File: config.mk
export PLATFORM = sky130hd
export DESIGN_NAME = preproc_capture_sched
export DESIGN_NICKNAME = d
export VERILOG_FILES = /design/src/rtl/preproc_capture_sched.sv
export SDC_FILE = /design/constraint.sdc
export NUM_CORES = 1
export LEC_CHECK = 0
export BUFFER_PORTS_ARGS = -buffer_cell sky130_fd_sc_hd__buf_4
export CAP_MARGIN = 30
export CELL_PAD_IN_SITES_DETAIL_PLACEMENT = 0
export CELL_PAD_IN_SITES_GLOBAL_PLACEMENT = 1
export CORE_ASPECT_RATIO = 1.75
export CORE_MARGIN = 2
export CORE_UTILIZATION = 45
export DETAILED_ROUTE_END_ITERATION = 7
export PLACE_DENSITY = 0.91
export SLEW_MARGIN = 10
export SYNTH_ARGS = -nofsm -noshare
export SYNTH_HDL_FRONTEND = slang
export SYNTH_SLANG_ARGS = --single-unit
File: constraint.sdc
create_clock -name clk_i -period 5.4 [get_ports clk_i]
set_clock_uncertainty 0.2 [all_clocks]
set_input_delay 0.27 -clock clk_i [delete_from_list [all_inputs] [get_ports clk_i]]
set_output_delay 0.27 -clock clk_i [all_outputs]
set_load 0.005 [all_outputs]
File: src/rtl/preproc_capture_sched.sv
// Capture scheduler: picks the sample source, decimates, removes DC offset with
// saturation and frames samples into AXI-Stream packets separated by idle gaps.
module preproc_capture_sched #(
  parameter int ADC_WIDTH         = 14,
  parameter int OUT_WIDTH         = 16,
  parameter int CLOCKS_PER_SAMPLE = 3,
  parameter int LEN_WIDTH         = 16,
  parameter int CNT_WIDTH         = 8
) (
  input  logic                 clk_i,
  input  logic                 rst_n_i,
  input  logic                 start_i,
  input  logic                 abort_i,
  input  logic [1:0]           cfg_src_sel_i,
  input  logic [ADC_WIDTH-1:0] cfg_offset_i,
  input  logic [LEN_WIDTH-1:0] cfg_pkt_len_i,
  input  logic [CNT_WIDTH-1:0] cfg_pkt_num_i,
  input  logic [7:0]           cfg_gap_i,
  input  logic [ADC_WIDTH-1:0] adc_data_i,
  input  logic [ADC_WIDTH-1:0] tone_data_i,
  output logic [OUT_WIDTH-1:0] m_tdata_o,
  output logic                 m_tvalid_o,
  input  logic                 m_tready_i,
  output logic                 m_tlast_o,
  output logic                 busy_o,
  output logic                 done_o,
  output logic                 overflow_o,
  output logic [CNT_WIDTH-1:0] pkt_cnt_o
);

  // state   | meaning
  // IDLE    | waiting for start
  // CAPTURE | strobing samples into the output register
  // GAP     | idle clocks between packets
  // FLUSH   | draining the last pending beat
  // DONE    | one-clock done pulse, then back to IDLE
  typedef enum logic [2:0] {
    S_IDLE    = 3'd0,
    S_CAPTURE = 3'd1,
    S_GAP     = 3'd2,
    S_FLUSH   = 3'd3,
    S_DONE    = 3'd4
  } state_t;

  localparam int DIV_W = (CLOCKS_PER_SAMPLE > 1) ? $clog2(CLOCKS_PER_SAMPLE) : 1;
  localparam logic [DIV_W-1:0] DIV_MAX = DIV_W'(CLOCKS_PER_SAMPLE - 1);
  localparam logic signed [ADC_WIDTH-1:0] SAT_MAX = {1'b0, {(ADC_WIDTH-1){1'b1}}};
  localparam logic signed [ADC_WIDTH-1:0] SAT_MIN = {1'b1, {(ADC_WIDTH-1){1'b0}}};

  state_t                       state_q, state_d;
  logic [1:0]                   src_q, src_d;
  logic signed [ADC_WIDTH-1:0]  offset_q, offset_d;
  logic [LEN_WIDTH-1:0]         len_q, len_d;
  logic [CNT_WIDTH-1:0]         num_q, num_d;
  logic [7:0]                   gap_q, gap_d;
  logic [DIV_W-1:0]             div_q, div_d;
  logic [LEN_WIDTH-1:0]         cnt_q, cnt_d;
  logic [CNT_WIDTH-1:0]         pkt_cnt_q, pkt_cnt_d;
  logic [7:0]                   gap_cnt_q, gap_cnt_d;
  logic                         abort_q, abort_d;
  logic                         ovf_q, ovf_d;
  logic                         tvalid_q, tvalid_d;
  logic                         tlast_q, tlast_d;
  logic [OUT_WIDTH-1:0]         tdata_q, tdata_d;
  logic                         done_q, done_d;
  logic                         busy_q, busy_d;

  logic signed [ADC_WIDTH-1:0]  src_s, sat_s;
  logic signed [ADC_WIDTH:0]    diff_s;
  logic signed [OUT_WIDTH-1:0]  ext_s;

  always_comb begin
    case (src_q)
      2'd1:    src_s = $signed(tone_data_i);
      2'd2:    src_s = '0;
      default: src_s = $signed(adc_data_i);
    endcase
    diff_s = $signed({src_s[ADC_WIDTH-1], src_s}) - $signed({offset_q[ADC_WIDTH-1], offset_q});
    if (diff_s[ADC_WIDTH] != diff_s[ADC_WIDTH-1]) begin
      sat_s = diff_s[ADC_WIDTH] ? SAT_MIN : SAT_MAX;
    end else begin
      sat_s = diff_s[ADC_WIDTH-1:0];
    end
    ext_s = OUT_WIDTH'(sat_s);
  end

  logic strobe, accept, last_accept, more_pkts, leaving, load, drop;

  always_comb begin
    strobe      = (state_q == S_CAPTURE) && (div_q == DIV_MAX);
    accept      = tvalid_q && m_tready_i;
    last_accept = accept && tlast_q;
    more_pkts   = (num_q == '0) || (pkt_cnt_q != num_q);
    // A strobe on the edge that closes a packet before a gap or flush belongs to no packet.
    leaving     = last_accept && (!more_pkts || (gap_q != 8'd0));
    load        = strobe && (!tvalid_q || m_tready_i) && !abort_i && !leaving;
    drop        = strobe && tvalid_q && !m_tready_i && !abort_i;
  end

  always_comb begin
    state_d   = state_q;
    src_d     = src_q;
    offset_d  = offset_q;
    len_d     = len_q;
    num_d     = num_q;
    gap_d     = gap_q;
    cnt_d     = cnt_q;
    pkt_cnt_d = pkt_cnt_q;
    gap_cnt_d = gap_cnt_q;
    abort_d   = abort_q;
    ovf_d     = ovf_q;
    tvalid_d  = tvalid_q;
    tlast_d   = tlast_q;
    tdata_d   = tdata_q;
    div_d     = '0;

    if (state_q == S_CAPTURE) begin
      div_d = strobe ? '0 : div_q + DIV_W'(1);
    end

    if (load) begin
      tdata_d  = ext_s;
      tvalid_d = 1'b1;
      tlast_d  = (cnt_q == len_q - LEN_WIDTH'(1));
      if (cnt_q == len_q - LEN_WIDTH'(1)) begin
        cnt_d     = '0;
        pkt_cnt_d = pkt_cnt_q + CNT_WIDTH'(1);
      end else begin
        cnt_d = cnt_q + LEN_WIDTH'(1);
      end
    end else if (accept) begin
      tvalid_d = 1'b0;
      tlast_d  = 1'b0;
    end
    if (drop) begin
      ovf_d = 1'b1;
    end

    case (state_q)
      S_IDLE: begin
        if (start_i) begin
          src_d     = cfg_src_sel_i;
          offset_d  = $signed(cfg_offset_i);
          len_d     = (cfg_pkt_len_i == '0) ? LEN_WIDTH'(1) : cfg_pkt_len_i;
          num_d     = cfg_pkt_num_i;
          gap_d     = cfg_gap_i;
          cnt_d     = '0;
          pkt_cnt_d = '0;
          ovf_d     = 1'b0;
          abort_d   = 1'b0;
          state_d   = S_CAPTURE;
        end
      end
      S_CAPTURE: begin
        if (abort_i) begin
          abort_d = 1'b1;
          state_d = S_FLUSH;
        end else if (last_accept) begin
          if (!more_pkts) begin
            state_d = S_FLUSH;
          end else if (gap_q != 8'd0) begin
            gap_cnt_d = gap_q - 8'd1;
            state_d   = S_GAP;
          end
        end
      end
      S_GAP: begin
        if (abort_i) begin
          abort_d = 1'b1;
          state_d = S_FLUSH;
        end else if (gap_cnt_q == 8'd0) begin
          state_d = S_CAPTURE;
        end else begin
          gap_cnt_d = gap_cnt_q - 8'd1;
        end
      end
      S_FLUSH: begin
        if (!tvalid_q || accept) begin
          state_d = abort_q ? S_IDLE : S_DONE;
        end
      end
      S_DONE:  state_d = S_IDLE;
      default: state_d = S_IDLE;
    endcase

    done_d = (state_d == S_DONE);
    busy_d = (state_d != S_IDLE);
  end

  always_ff @(posedge clk_i) begin
    if (!rst_n_i) begin
      state_q   <= S_IDLE;
      src_q     <= '0;
      offset_q  <= '0;
      len_q     <= '0;
      num_q     <= '0;
      gap_q     <= '0;
      div_q     <= '0;
      cnt_q     <= '0;
      pkt_cnt_q <= '0;
      gap_cnt_q <= '0;
      abort_q   <= 1'b0;
      ovf_q     <= 1'b0;
      tvalid_q  <= 1'b0;
      tlast_q   <= 1'b0;
      tdata_q   <= '0;
      done_q    <= 1'b0;
      busy_q    <= 1'b0;
    end else begin
      state_q   <= state_d;
      src_q     <= src_d;
      offset_q  <= offset_d;
      len_q     <= len_d;
      num_q     <= num_d;
      gap_q     <= gap_d;
      div_q     <= div_d;
      cnt_q     <= cnt_d;
      pkt_cnt_q <= pkt_cnt_d;
      gap_cnt_q <= gap_cnt_d;
      abort_q   <= abort_d;
      ovf_q     <= ovf_d;
      tvalid_q  <= tvalid_d;
      tlast_q   <= tlast_d;
      tdata_q   <= tdata_d;
      done_q    <= done_d;
      busy_q    <= busy_d;
    end
  end

  assign m_tdata_o  = tdata_q;
  assign m_tvalid_o = tvalid_q;
  assign m_tlast_o  = tlast_q;
  assign busy_o     = busy_q;
  assign done_o     = done_q;
  assign overflow_o = ovf_q;
  assign pkt_cnt_o  = pkt_cnt_q;

endmodule

# Yosys cells after proc, flatten, opt, wreduce, memory -nomap -nowiden
# Cells that the tools add are included.
[op_classes]
addsub = 7
n_eq_ne = 18
mux = 38
n_bitwise = 2
n_reduce_logical = 33
[ops]
columns = ["op", "count"]
rows = [
  ["$mux 16", 5],
  ["$mux 8", 10],
  ["$mux 14", 2],
  ["$pmux 14 s2", 1],
  ["$mux 3", 9],
  ["$add 16x1->16 const B", 1],
  ["$eq 16x16->1", 1],
  ["$logic_not 16->1", 1],
  ["$logic_not 8->1", 2],
  ["$pmux 8 s2", 1],
  ["$sub 16x1->16 const B", 1],
  ["$sub 8x1->8 const B", 2],
  ["$sub 14x14->15", 1],
  ["$ne 2x2->1 const B", 7],
  ["$pmux 3 s4", 1],
  ["$logic_and 1x1->1", 10],
  ["$add 8x1->8 const B", 1],
  ["$mux 1", 8],
  ["$ne 8x8->1", 1],
  ["$reduce_bool 8->1", 1],
  ["$reduce_and 7->1", 1],
  ["$eq 3x2->1 const B", 2],
  ["$reduce_bool 2->1", 3],
  ["$logic_not 1->1", 5],
  ["16 further kinds", 21],
]
[word_totals]
reg_bits = 105
in_bits = 81
wordCells = 115

# Logic depth before layout (Yosys ltp)
[depth]
ltp_word = 10
ltp_mapped = 15
ltp_nobuf = 13

# Worst setup path after synthesis
# Ideal clock, no wire load.
[synth_timing]
path_kind = "register -> register"
start = "register src_q[1]"
end = "register tdata_q[10] (netlist: m_tdata_o[10])"
setup_ps = 70
arrival_time_ps = 3364
slack_ps = 1766
stages_incl_launch_ff = 16
n_path_buf = 2
cell_sequence = "dfxtp_1 > inv_1 > ha_1 > nor2b_1 > clkbuf_1 > a22oi_1 > ha_1 > fa_1 > nor2b_1 > o31a_1 > o211ai_1 > a31oi_1 > o22ai_1 > clkbuf_1 > maj3_1 > a21oi_1"
[synth_via]
elab_chain_cells = 5
[synth_lines]
columns = ["element", "line_no", "rtl"]
rows = [
  ["start: declaration", "51", "logic [1:0] src_q, src_d;"],
  ["start signal: assignment", "211", "src_q <= src_d;"],
  ["$eq 2x2->1 or $eq 2x1->1 (tied branches)", "73", "case (src_q)"],
  ["$pmux 14 s2 *", "73", ""],
  ["$sub 14x14->15 *", "78", "diff_s = $signed({src_s[ADC_WIDTH-1], src_s}) - $signed({offset_q[ADC_WIDTH-1], offset_q});"],
  ["$mux 14 or $ne 1x1->1 (tied branches)", "80, 79", ""],
  ["$mux 14 *", "79", "if (diff_s[ADC_WIDTH] != diff_s[ADC_WIDTH-1]) begin"],
  ["end signal: assignment", "224", "tdata_q <= tdata_d;"],
  ["end: declaration", "64", "logic [OUT_WIDTH-1:0] tdata_q, tdata_d;"],
]
# Every way passes the cells marked *; elsewhere a longest branch is shown, timed or not.
# A chain may end at the register's enable or synchronous reset.

# Worst setup path in the final report
[layout_timing]
start = "register src_q[1]"
end = "register tdata_q[2] (netlist: m_tdata_o[2])"
# The elaborated chain is that of the path after synthesis.

==> flow_summary.ini <==
[status]
status = completed

[floorplanning]
die_x_um = 92.7
ios = 110
fp-row-count = 56
start_util = 0.460
die_area_um2 = 14800
core-area_um2 = 13500
die_y_um = 159

[logic_synthesis]
synth_ff_type = dfxtp_1
ys_top_cells_by_area = dfxtp_1 34%, nand2_1 7.0%, a21oi_1 5.7%
async_flop_share = 0
ys_ff_latch = 105
syn_avg_cell_area_um2 = 8.08
synth_edf_count = 0
synth.cell_area_um2 = 6190
yosys_warnings = 0
syn-num-nets = 869
seq_area_frac_synth = 0.339
yosys.area.top_type = dfxtp_1
yosysTopAreaCellShare = 0.339
synthCells = 767
ys_types = 69

[clock_tree]
clock_path_buffers = 2
cts.repair.resized = 0
cts_tree = done
h-tree-depth = 3
cts.clk_slew.worst_paths_ns = 0.07
cts-buffers-inserted = 9
post_cts_buffers = 0
clock_latency_ns = 0.35
clockRootBuffer = clkbuf_16
cts.sinks = 105

[grt]
grt_pass1_vias = 6097
grt_pass1_wl_um = 28300
grt_antenna_before_repair = 0
grt-ovfl-total = 0
grtUsageTotal = 0.233
grt_max_degree = 57

[timing]
fin_crit_sh = 0.862
tns_ns = 0
hold_viol = 0
rsz0062_at_grt = false
fin_ws_ns = 0.748
period_minus_slack_ns = 4.65
slew_violations = 0
fmax_ghz = 0.215
worst_slew_pin_slew_ns = 0.923
maxSlewHeadroom = 0.383
finalSetupViolCount = 0

[power_and_ir_drop]
p_leak_nw = 3.13
power.total_mw = 2.49
power.density_nw_per_um2 = 319
irDropWorstVdd_mv = 0.232

[final_layout]
multi_input_area_um2 = 3750
fillCellCount = 1292
seq_area_um2 = 2100
nets = 999
layout-drive-gt1-share = 0.167
final_common_cell = buf_4
antennaDiodeCount = 0
syn_to_final_growth_pct = 26.3
mostFrequentLayoutCells = 117 x buf_4, 116 x nand2_1, 105 x dfxtp_1

[place]
port_buffers = 109
post-place-ws_ns = 0.798
place_congestion = 0.954
post-dp-hpwl_um = 12700

[detailed_routing]
drc = 0
drtAntennaViolNets = 0
viasPerCell = 5.65
drt-total-wl_um = 17400
vias = 6082
dr.pass1.iters = 5
drtIter0Drc = 240
wire_per_inst_um = 16.1

[setup_path]
cp-startpoint = src_q[1]$_SDFFE_PN0P_
start_kind = flip-flop
cp_max_fo = 16
timing.rr.start = src_q[1]$_SDFFE_PN0P_
end_kind = flip-flop
arrival_ns = 4.73
required_ns = 5.48
crit_type = reg -> reg
r2r_slack_ns = 0.75

[hold_path]
min_from = cfg_pkt_len_i[0]
hold_class = in -> reg

[run]
maxCapViolCount = 0
==> critical path: stages (launching register included) <==
cell and delay [ns]:
dfxtp_1 0.34, inv_1 0.05, ha_1 0.47, nor2b_1 0.80, a22o_1 0.27, ha_1 0.23
nor2b_1 0.15, o31ai_1 0.41, a211oi_1 0.24, o21ai_0 0.25, nand4_1 0.48, maj3_1 0.54
a21oi_1 0.15
==> sequential cells by signal (all words and copies together) (netlist names), 3 cells and up <==
name and cells:
m_tdata_o 14, pkt_cnt_o 8, state_q 3, offset_q 14, num_q 8, gap_q 8, len_q 16, gap_cnt_q 8
cnt_q 16
==> final timing paths <==
kind,to,depth (start not counted)
setup / recovery,m_tdata_o[2]$_SDFFE_PN0P_,12
hold / removal,len_q[0]$_SDFFE_PN0P_,2
setup reg to reg,m_tdata_o[2]$_SDFFE_PN0P_,12
hold reg to reg,div_q[0]$_SDFF_PP0_,1
==> cell usage after synthesis (18+ instances only) <==
master / count
nand2_1: 116
xor2_1: 18
nand3_1: 19
a21oi_1: 71
o21ai_0: 26
ha_1: 20
nor2_1: 46
nor3_1: 33
inv_1: 27
xnor2_1: 35
a22o_1: 23
clkbuf_1: 30
dfxtp_1: 105
==> stage by stage <==
step            util  cell area, µm²  hold slack (ns)  cells
6_report       0.581            7820          0.00879   1076
5_1_grt        0.581            7820           0.0105   1076
4_1_cts        0.580            7810          0.00104   1075
3_5_place_dp   0.524            7050            0.209   1012
3_3_place_gp   0.523            7040            0.199   1011
2_1_floorplan      -            6190            0.191    767
==> repair_timing <==
item / CTS / global route
endpoints found under the setup margin: 0 / 0
hold buffers: 47 / 0
endpoints found under the hold margin: 47 / 0
==> layer usage <==
layer	GRT usage	vias to the layer above	wire (µm)
met5	0	-	0
met2	0.458	171	9680
met4	0.0956	0	544
li1	-	3003	-
met1	0.239	2868	6430
met3	0.0293	40	722
==> layout make-up <==
type,instances,share of cell area
flip-flops and latches,105,0.269
clock inverters,5,0.00560
clock buffers,11,0.0310
inverters,27,0.0130
well taps,174,0.0278
multi-input cells,589,0.479
repair buffers,165,0.174
==> cell families after synthesis <==
kind of cell / Yosys count / synth area share
xor gates and xnor gates: 53 / 0.0749
buffers and inverters: 73 / 0.0568
and+or+nand+nor: 318 / 0.266
DFF: 105 / 0.339
adders and majority gates: 33 / 0.0630
muxes: 15 / 0.0244
AOI/OAI and AO/OA: 170 / 0.176
==> power by group <==
group / internal (mW) / switching, mW / leakage (nW)
clock network: 0.333 / 0.304 / 0.141
logic: 0.412 / 0.521 / 2.14
registers: 0.842 / 0.0792 / 0.855
(Power assumes the default switching activity.)
